<file path="src/rtl/fpu_pkg.sv">
// Shared constants and types for the FP add/sub issue controller.
// Optional feature macro used by the top: FPU_STICKY_OVF_EN.
package fpu_pkg;

    localparam int FP_W      = 32;
    localparam int EXP_W     = 8;
    localparam int MAN_W     = 23;
    localparam int SIGN_BIT  = 31;
    localparam int RES_TAG_W = 5;

    localparam logic OP_ADD = 1'b0;
    localparam logic OP_SUB = 1'b1;

    // Result entry layout at the default tag width: {y, ovf, tag}.
    typedef struct packed {
        logic [FP_W-1:0]      y;
        logic                 ovf;
        logic [RES_TAG_W-1:0] tag;
    } fpu_res_t;

    // The core only subtracts, so an add is issued as x1 - (-x2).
    function automatic logic [FP_W-1:0] core_operand2(input logic [FP_W-1:0] x2,
                                                      input logic            sub);
        return {x2[SIGN_BIT] ^ (sub == OP_ADD), x2[SIGN_BIT-1:0]};
    endfunction

endpackage

</file>
<file path="src/rtl/fpu_res_fifo.sv">
// Synchronous result FIFO with first-word-fall-through output and occupancy count.
// Output data is forced to zero while the FIFO is empty.
module fpu_res_fifo #(
    parameter int DEPTH = 8,
    parameter int W     = 38
) (
    input  logic                         clk,
    input  logic                         rst,
    input  logic                         i_flush,
    input  logic                         i_push,
    input  logic [W-1:0]                 i_data,
    input  logic                         i_pop,
    output logic [W-1:0]                 o_data,
    output logic [$clog2(DEPTH+1)-1:0]   o_count
);

    localparam int PTR_W = (DEPTH > 1) ? $clog2(DEPTH) : 1;
    localparam int CNT_W = $clog2(DEPTH + 1);

    logic [W-1:0]     r_mem [0:DEPTH-1];
    logic [PTR_W-1:0] r_wr;
    logic [PTR_W-1:0] r_rd;
    logic [CNT_W-1:0] r_count;

    logic w_empty;
    logic w_full;
    logic w_do_push;
    logic w_do_pop;

    function automatic logic [PTR_W-1:0] ptr_inc(input logic [PTR_W-1:0] p);
        return (p == PTR_W'(DEPTH - 1)) ? '0 : p + 1'b1;
    endfunction

    assign w_empty   = (r_count == '0);
    assign w_full    = (r_count == CNT_W'(DEPTH));
    assign w_do_pop  = i_pop && !w_empty;
    assign w_do_push = i_push && (!w_full || i_pop);

    assign o_data  = w_empty ? '0 : r_mem[r_rd];
    assign o_count = r_count;

    // Storage write; contents are only meaningful between the pointers.
    always_ff @(posedge clk) begin
        if (w_do_push && !i_flush) begin
            r_mem[r_wr] <= i_data;
        end
    end

    // Pointer and occupancy update; flush discards everything.
    always_ff @(posedge clk) begin
        if (rst || i_flush) begin
            r_wr    <= '0;
            r_rd    <= '0;
            r_count <= '0;
        end else begin
            if (w_do_push) r_wr <= ptr_inc(r_wr);
            if (w_do_pop)  r_rd <= ptr_inc(r_rd);
            if (w_do_push && !w_do_pop)      r_count <= r_count + 1'b1;
            else if (w_do_pop && !w_do_push) r_count <= r_count - 1'b1;
        end
    end

    // The credit scheme upstream must never let a push hit a full FIFO.
    a_no_overflow: assert property (@(posedge clk) disable iff (rst || i_flush)
                                    !(i_push && w_full && !i_pop));

endmodule

</file>
<file path="src/rtl/fpu_addsub_issue.sv">
// Issue/collect controller for a fixed-latency FP subtract core.
// Handshake: a transfer happens on a rising edge where valid && ready are both 1;
// the sender holds its payload stable until then.
// Optional feature macro: FPU_STICKY_OVF_EN (sticky overflow flag with clear input).
module fpu_addsub_issue
    import fpu_pkg::*;
#(
    parameter int CORE_LAT = 4,
    parameter int DEPTH    = 8,
    parameter int TAG_W    = RES_TAG_W
) (
    input  logic              clk,
    input  logic              rst,
    input  logic              flush,
    input  logic              req_valid,
    output logic              req_ready,
    input  logic              req_sub,
    input  logic [FP_W-1:0]   req_x1,
    input  logic [FP_W-1:0]   req_x2,
    input  logic [TAG_W-1:0]  req_tag,
    output logic [FP_W-1:0]   core_x1,
    output logic [FP_W-1:0]   core_x2,
    input  logic [FP_W-1:0]   core_y,
    input  logic              core_ovf,
    output logic              res_valid,
    input  logic              res_ready,
    output logic [FP_W-1:0]   res_y,
    output logic              res_ovf,
    output logic [TAG_W-1:0]  res_tag
`ifdef FPU_STICKY_OVF_EN
    ,
    input  logic              sticky_clr,
    output logic              sticky_ovf
`endif
);

    localparam int CNT_W   = $clog2(DEPTH + 1);
    localparam int ENTRY_W = FP_W + 1 + TAG_W;

    logic [CNT_W-1:0]   r_outstanding;
    logic [FP_W-1:0]    r_x1;
    logic [FP_W-1:0]    r_x2;
    // Index 0 is loaded on the accept edge alongside the operand registers;
    // index CORE_LAT lines up with the core output being valid.
    logic [CORE_LAT:0]  r_chain_vld;
    logic [TAG_W-1:0]   r_chain_tag [0:CORE_LAT];

    logic               w_accept;
    logic               w_pop;
    logic [ENTRY_W-1:0] w_push_data;
    logic [ENTRY_W-1:0] w_head;
    logic [CNT_W-1:0]   w_fifo_count;

    assign req_ready = !rst && !flush && (r_outstanding < CNT_W'(DEPTH));
    assign w_accept  = req_valid && req_ready;
    assign w_pop     = res_valid && res_ready;

    assign core_x1 = r_x1;
    assign core_x2 = r_x2;

    // Operand registers feeding the core; they hold between accepts.
    always_ff @(posedge clk) begin
        if (rst) begin
            r_x1 <= '0;
            r_x2 <= '0;
        end else if (w_accept) begin
            r_x1 <= req_x1;
            r_x2 <= core_operand2(req_x2, req_sub);
        end
    end

    // Valid bits track each op through the core; flush drops them all.
    always_ff @(posedge clk) begin
        if (rst || flush) begin
            r_chain_vld <= '0;
        end else begin
            r_chain_vld[0] <= w_accept;
            for (int i = 1; i <= CORE_LAT; i++) begin
                r_chain_vld[i] <= r_chain_vld[i-1];
            end
        end
    end

    // Tags ride alongside the valid bits; they only matter where valid is set.
    always_ff @(posedge clk) begin
        r_chain_tag[0] <= req_tag;
        for (int i = 1; i <= CORE_LAT; i++) begin
            r_chain_tag[i] <= r_chain_tag[i-1];
        end
    end

    // Credit counter: one credit per op between accept and result pop.
    always_ff @(posedge clk) begin
        if (rst || flush) begin
            r_outstanding <= '0;
        end else if (w_accept && !w_pop) begin
            r_outstanding <= r_outstanding + 1'b1;
        end else if (w_pop && !w_accept) begin
            r_outstanding <= r_outstanding - 1'b1;
        end
    end

    assign w_push_data = {core_y, core_ovf, r_chain_tag[CORE_LAT]};

    fpu_res_fifo #(
        .DEPTH (DEPTH),
        .W     (ENTRY_W)
    ) u_fifo (
        .clk     (clk),
        .rst     (rst),
        .i_flush (flush),
        .i_push  (r_chain_vld[CORE_LAT]),
        .i_data  (w_push_data),
        .i_pop   (w_pop),
        .o_data  (w_head),
        .o_count (w_fifo_count)
    );

    assign res_valid = (w_fifo_count != '0);
    assign {res_y, res_ovf, res_tag} = w_head;

`ifdef FPU_STICKY_OVF_EN
    logic r_sticky;

    // Sticky overflow: set by a popped overflowing result, set beats clear.
    always_ff @(posedge clk) begin
        if (rst) begin
            r_sticky <= 1'b0;
        end else if (w_pop && res_ovf) begin
            r_sticky <= 1'b1;
        end else if (sticky_clr) begin
            r_sticky <= 1'b0;
        end
    end

    assign sticky_ovf = r_sticky;
`endif

endmodule

</file>
<file path="config.mk">
export PLATFORM = sky130hd
export DESIGN_NAME = fpu_addsub_issue
export DESIGN_NICKNAME = d
export VERILOG_FILES = /design/src/rtl/fpu_pkg.sv /design/src/rtl/fpu_res_fifo.sv /design/src/rtl/fpu_addsub_issue.sv
export SDC_FILE = /design/constraint.sdc
export NUM_CORES = 1
export LEC_CHECK = 0
export CAP_MARGIN = 40
export CORE_MARGIN = 1
export CORE_UTILIZATION = 35
export CTS_CLUSTER_DIAMETER = 120
export DETAILED_ROUTE_END_ITERATION = 16
export DONT_BUFFER_PORTS = 1
export GPL_TIMING_DRIVEN = 0
export MAX_ROUTING_LAYER = met4
export PLACE_DENSITY_LB_ADDON = 0.1
export SLEW_MARGIN = 10
export SYNTH_ARGS = -nofsm -noshare
export SYNTH_HDL_FRONTEND = slang
export SYNTH_SLANG_ARGS = --single-unit
</file>
<file path="constraint.sdc">
create_clock -name clk -period 9.2 [get_ports clk]
set_input_delay 1.38 -clock clk [delete_from_list [all_inputs] [get_ports clk]]
set_output_delay 1.38 -clock clk [all_outputs]
set_load 0.1 [all_outputs]
</file>
# [Word level (Yosys, flattened, before mapping)]
# Memory sizes are Yosys's and may differ from the RTL's. A register that Yosys moved wholly into a read port is not among the register bits.
# Cells that the tools add are included.
[totals] mem_count=2 ff_bits=83 in_bits=108 ramBits=329
[classes] magnitude_cmp=1 bitwise_logic=2 mux=11 addsub=6 reduce_logical=25 n_eq_ne=3
[memory_table] memory="u_fifo.r_mem" depth=8 word_bits=38 rd=1 rd_ports_with_merged_regs=1 wr=1 line_no="fpu_res_fifo.sv:20" rtl="logic [W-1:0] r_mem [0:DEPTH-1];"
[memory_table] memory="r_chain_tag" depth=5 word_bits=5 rd=5 rd_ports_with_merged_regs=0 wr=5 line_no="fpu_addsub_issue.sv:46" rtl="logic [TAG_W-1:0] r_chain_tag [0:CORE_LAT];"
[op_table] op="$mux W38" count=1
[op_table] op="$mux W4" count=4
[op_table] op="$mux W3" count=4
[op_table] op="$logic_and A1 B1 Y1" count=11
[op_table] op="$add A4 B1 Y4 const B" count=2
[op_table] op="$logic_not A1 Y1" count=8
[op_table] op="$sub A4 B1 Y4 const B" count=2
[op_table] op="$add A3 B1 Y3 const B" count=2
[op_table] op="$eq A3 B3 Y1 const B" count=2
[op_table] op="$eq A4 B4 Y1 const B" count=1
[op_table] op="$logic_not A4 Y1" count=1
[op_table] op="$lt A4 B4 Y1 const B" count=1
[op_table] op="$reduce_bool A2 Y1" count=2
[op_table] op="$reduce_bool A4 Y1" count=1
[op_table] op="$logic_or A1 B1 Y1" count=2
[op_table] op="$mux W1" count=2
[op_table] op="$not A1 Y1" count=1
[op_table] op="$xor A1 B1 Y1" count=1

# [Logic depth before layout (Yosys ltp)]
[logic_depth] depth_word=8 mapped_depth=11

# [Hierarchy]
# A second synthesis with hierarchy kept.
[unflattened] cells_unflattened=907 hier_area_um2=15427.3
[by_module_without_submodules] module="fpu_res_fifo" area_each_um2=12283.0 instances=1 seq_area_each_um2=9389.0 cells_each=560
[by_module_without_submodules] module="fpu_addsub_issue" area_each_um2=3144.3 instances=1 seq_area_each_um2=1961.9 cells_each=347

# [Worst setup path after synthesis]
# Ideal clock, no wire load.
[synth_timing] kind="in2reg" from="input port res_ready" to="memory u_fifo.r_mem[0][0], enable pin" path_stages=3 setup_ns=0.542 t_arrival_ns=5.579 path_slack_ns=3.080 cell_sequence="nand2b_1 > o21ai_2 > nor4b_1"
[synth_via] elab_chain_len=6
[synth_rtl] item="start, declared" line_no="fpu_addsub_issue.sv:26" rtl="input logic res_ready,"
[synth_rtl] item="$logic_and A1 B1 Y1" line_no="fpu_addsub_issue.sv:56" rtl="assign w_pop = res_valid && res_ready;"
[synth_rtl] item="$logic_or A1 B1 Y1" line_no="fpu_res_fifo.sv:37" rtl="assign w_do_push = i_push && (!w_full || i_pop);"
[synth_rtl] item="$logic_and A1 B1 Y1" line_no="fpu_res_fifo.sv:37"
[synth_rtl] item="$logic_and A1 B1 Y1" line_no="fpu_res_fifo.sv:44" rtl="if (w_do_push && !i_flush) begin"
[synth_rtl] item="$mux W1" line_no="fpu_res_fifo.sv:44"
[synth_rtl] item="$mux W1 (implied by the code)" line_no="fpu_res_fifo.sv:45" rtl="r_mem[r_wr] <= i_data;"
[synth_rtl] item="end, declared" line_no="fpu_res_fifo.sv:20"
# Every way passes these cells.

# [Worst setup path in the final report]
[layout_timing] from="register u_fifo.r_count[0] (netlist: u_fifo.o_count[0])" to="output port res_y[24]"
[layout_via] elab_chain_len=2
[layout_rtl] item="start, declared" line_no="fpu_res_fifo.sv:23" rtl="logic [CNT_W-1:0] r_count;"
[layout_rtl] item="start signal, assigned" line_no="fpu_res_fifo.sv:58" rtl="if (w_do_push && !w_do_pop) r_count <= r_count + 1'b1;"
[layout_rtl] item="start signal, assigned" line_no="fpu_res_fifo.sv:59" rtl="else if (w_do_pop && !w_do_push) r_count <= r_count - 1'b1;"
[layout_rtl] item="$logic_not A4 Y1" line_no="fpu_res_fifo.sv:34" rtl="assign w_empty = (r_count == '0);"
[layout_rtl] item="$mux W38" line_no="fpu_res_fifo.sv:39" rtl="assign o_data = w_empty ? '0 : r_mem[r_rd];"
[layout_rtl] item="end, declared" line_no="fpu_addsub_issue.sv:27" rtl="output logic [FP_W-1:0] res_y,"
# Every way passes these cells.

==> run_results.csv <==
group,metric,value,unit
clock_network,postCtsSetupBuffers,0,
floorplanning,core_area,0.0432,mm2
routing,viasPerCell,4.84,
setup_path,reg2reg_from,"u_fifo.o_count[0]",
routing,wire_per_inst,20.7,um
routing,highest_layer,"met4",
routing,vias,8274,
synth,synth_sequential_area_ratio,0.739,
synth,synth_seq_cells,415,
floorplanning,die-area,0.0447,mm2
floorplanning,initial_utilization,0.356,
clock_network,clkSlewWorstSetupHoldPaths,0.06,ns
synth,yosysTopAreaCell,"edfxtp_1",
setup_path,arrival,2.72,ns
setup_path,worstSetupPathType,"flop to output pin",
clock_network,cts_hold_buf,0,
timing,hold_viol_final,0,
routing,final_antenna_net_count,0,
pwr,power,3900,uW
routing,dr_wl_met3,2110,um
synth,synth.avg_cell_area,17.0,um2
timing,rsz0062_at_grt,"no",
clock_network,cts_buffers,45,
timing,finalCritPeriodShare,0.446,
setup_path,critPathRequiredTime,7.82,ns
setup_path,rrSetupSlack,6.09,ns
placement,io_buffers,0,
synth,syn-num-nets,1024,
routing,drtPass1Iterations,4,
hold_path,hp-class,"flop to flop",
setup_path,cpPeakStageDelay,0.44,ns
global_routing,grt_max_degree,21,
synth,synth_common_cells,"edfxtp_1 (304), nand2_1 (138), dfxtp_1 (111)",
pwr,vdd_drop_max,0.117,mV
clock_network,cts_tree,"yes",
synth,syn_inst,904,
clock_network,cts_sinks,415,
cells_and_area,design_area,0.0201,mm2
setup_path,setup.worst_path.start,"u_fifo.o_count[0]",
pwr,p_per_area,194,mW/mm2
synth,syn-cell-area,0.0154,mm2
cells_and_area,stdcell_count,1710,
hold_path,hp-start,"r_chain_tag[0][14]",
clock_network,htreeDepth,2,
cells_and_area,drive_gt1_frac,0.319,
pwr,p_leak,0.00661,uW
clock_network,cts-root-buf,"clkbuf_16",
cells_and_area,layout.nets,1212,
routing,met2WireLength,17600,um
floorplanning,rows,76,
placement,finalWeightedCongestion,0.754,
global_routing,grt_pass1_vias,8820,
cells_and_area,n_fill_cell,3696,
timing,drv_slew,0,
synth,async_flop_share,0,
routing,drt_iter0_drc,446,
job,drv_cap,0,
global_routing,antenna_found_initial,0,
status,outcome,"completed",
synth,synth.most_common_cell,"edfxtp_1",
timing,fin_skew,0.0133,ns
placement,hpwl,23800,um
setup_path,cp-start-kind,"flop",
floorplanning,io_pins,212,
synth,synth_top_area_share,0.595,
clock_network,cts_max_path_buffers,3,
global_routing,grt_pass1_wl,53600,um
synth,synth.area.top_cells,"edfxtp_1 (59%), dfxtp_1 (14%), mux4_2 (10%)",
setup_path,critPathSlowestCell,"or3_1",
timing,setup_viol,0,
setup_path,r2r-end,"r_outstanding[3]",
cells_and_area,diodes,0,
placement,dp_slack,5.26,ns
hold_path,hold_path_end,"r_chain_tag[0][19]",
setup_path,cp_cell_sequence,"or3_1, nor2_2, buf_2, buf_2, nor2_2, buf_16",
cells_and_area,final_core_utilization,0.465,
clock_network,post_cts_resized,0,
cells_and_area,area_delta_synth_final,30.9,%
hold_path,hold_depth,0,
setup_path,cp-end-kind,"output pin",
synth,synthFlopType,"edfxtp_1",
floorplanning,dieHeight,211,um
placement,place_area,0.0187,mm2
synth,synth-edff-count,304,
synth,ys_types,40,
timing,finalCriticalPeriod,4.10,ns
routing,routed_wirelength,35400,um
floorplanning,die_w,211,um
synth,ys_warn_count,0,
setup_path,worstRegToRegCells,11,
routing,drc_errors,0,
global_routing,grt_use_total,0.167,
setup_path,critPathMaxFanout,10,
clock_network,clkLatencyLatePin,0.56,ns
timing,max_freq,244,MHz
global_routing,grt_overflow,0,
timing,worst_slew_pin_slew,0.855,ns
timing,slew_headroom,0.430,
timing,layout_setup_ws,5.10,ns
routing,wl_met1,14900,um
placement,post-place-cells,1630,
## per-layer routing
metal  global-route usage  vias up
li1                     -     3782
met1                0.204     4187
met2                0.277      247
met3               0.0411       58
met4               0.0462        0
met5                    -        -
## cell families (layout without fill, tap and decap cells)
family | after synthesis | after routing | synth area share
adders and majority gates | 12 | 12 | 0.0108
buffers and inverters | 56 | 277 | 0.0222
AOI/OAI and AO/OA | 79 | 79 | 0.0266
and+or+nand+nor | 219 | 219 | 0.0578
xor gates and xnor gates | 5 | 5 | 0.00285
DFF | 415 | 415 | 0.739
muxes | 118 | 118 | 0.140
## worst max-delay path by stage
stage	depth (start not counted)	slack (ns)	end
after global routing	6	4.95	res_y[24]
after detailed placement	11	5.26	r_outstanding[3]
final	6	5.10	res_y[24]
after CTS	6	4.98	res_y[25]
after floorplan	3	3.08	u_fifo.r_mem[0][0]
after global placement	3	-2.02	u_fifo.r_mem[0][20]
## worst max-delay path: cells and delay by family (launching register included)
family	cells	cell delay [ns]
simple gates	3	0.80
flops	1	0.35
buf+inv	3	1.00
## power by group
part           total (uW)  leakage (uW)  internal, uW  switching (uW)
logic                 146       0.00229          46.7            99.2
registers            2040       0.00364          2020            14.7
clock network        1720      0.000685          1010             709
## cells in the final DEF (no fill, tap or decap), types with 5 or more instances in the layout
cell / n
mux2i_1: 41
nor2_2: 41
clkbuf_1: 27
edfxtp_1: 304
mux4_1: 6
nor2_1: 14
buf_6: 8
clkinv_1: 10
buf_2: 23
buf_16: 43
clkinv_2: 6
buf_8: 61
buf_12: 10
a21oi_1: 73
mux4_2: 70
nand2_1: 138
buf_4: 25
and2_1: 5
ha_1: 10
dfxtp_1: 111
clkbuf_16: 47
## per-stage QoR
step                      hold WS [ns]  TNS [ns]
after global routing             0.331         0
after floorplan                  0.310         0
after global placement           0.310   -127.87
after detailed placement         0.312         0
after CTS                        0.322         0
final                            0.326         0
## state kept, by name (all words and copies together) (netlist names), named ones only
register,count
core_x2,32
r_chain_vld,5
u_fifo.o_count,4
u_fifo.r_mem,304
core_x1,32
r_chain_tag,25
r_outstanding,4
u_fifo.r_wr,3
u_fifo.r_rd,3
## area by class of cell
class / instances / area (um2) / area share
clock buffers: 60 / 1250 / 0.0625
inverters: 6 / 22.5 / 0.00112
plain buffers: 50 / 319 / 0.0159
clock inverters: 20 / 144 / 0.00716
well taps: 585 / 732 / 0.0364
repair buffers: 141 / 2460 / 0.123
multi-input cells: 433 / 3810 / 0.189
flip-flops and latches: 415 / 11400 / 0.565
Power figures use the tool's default switching activity.
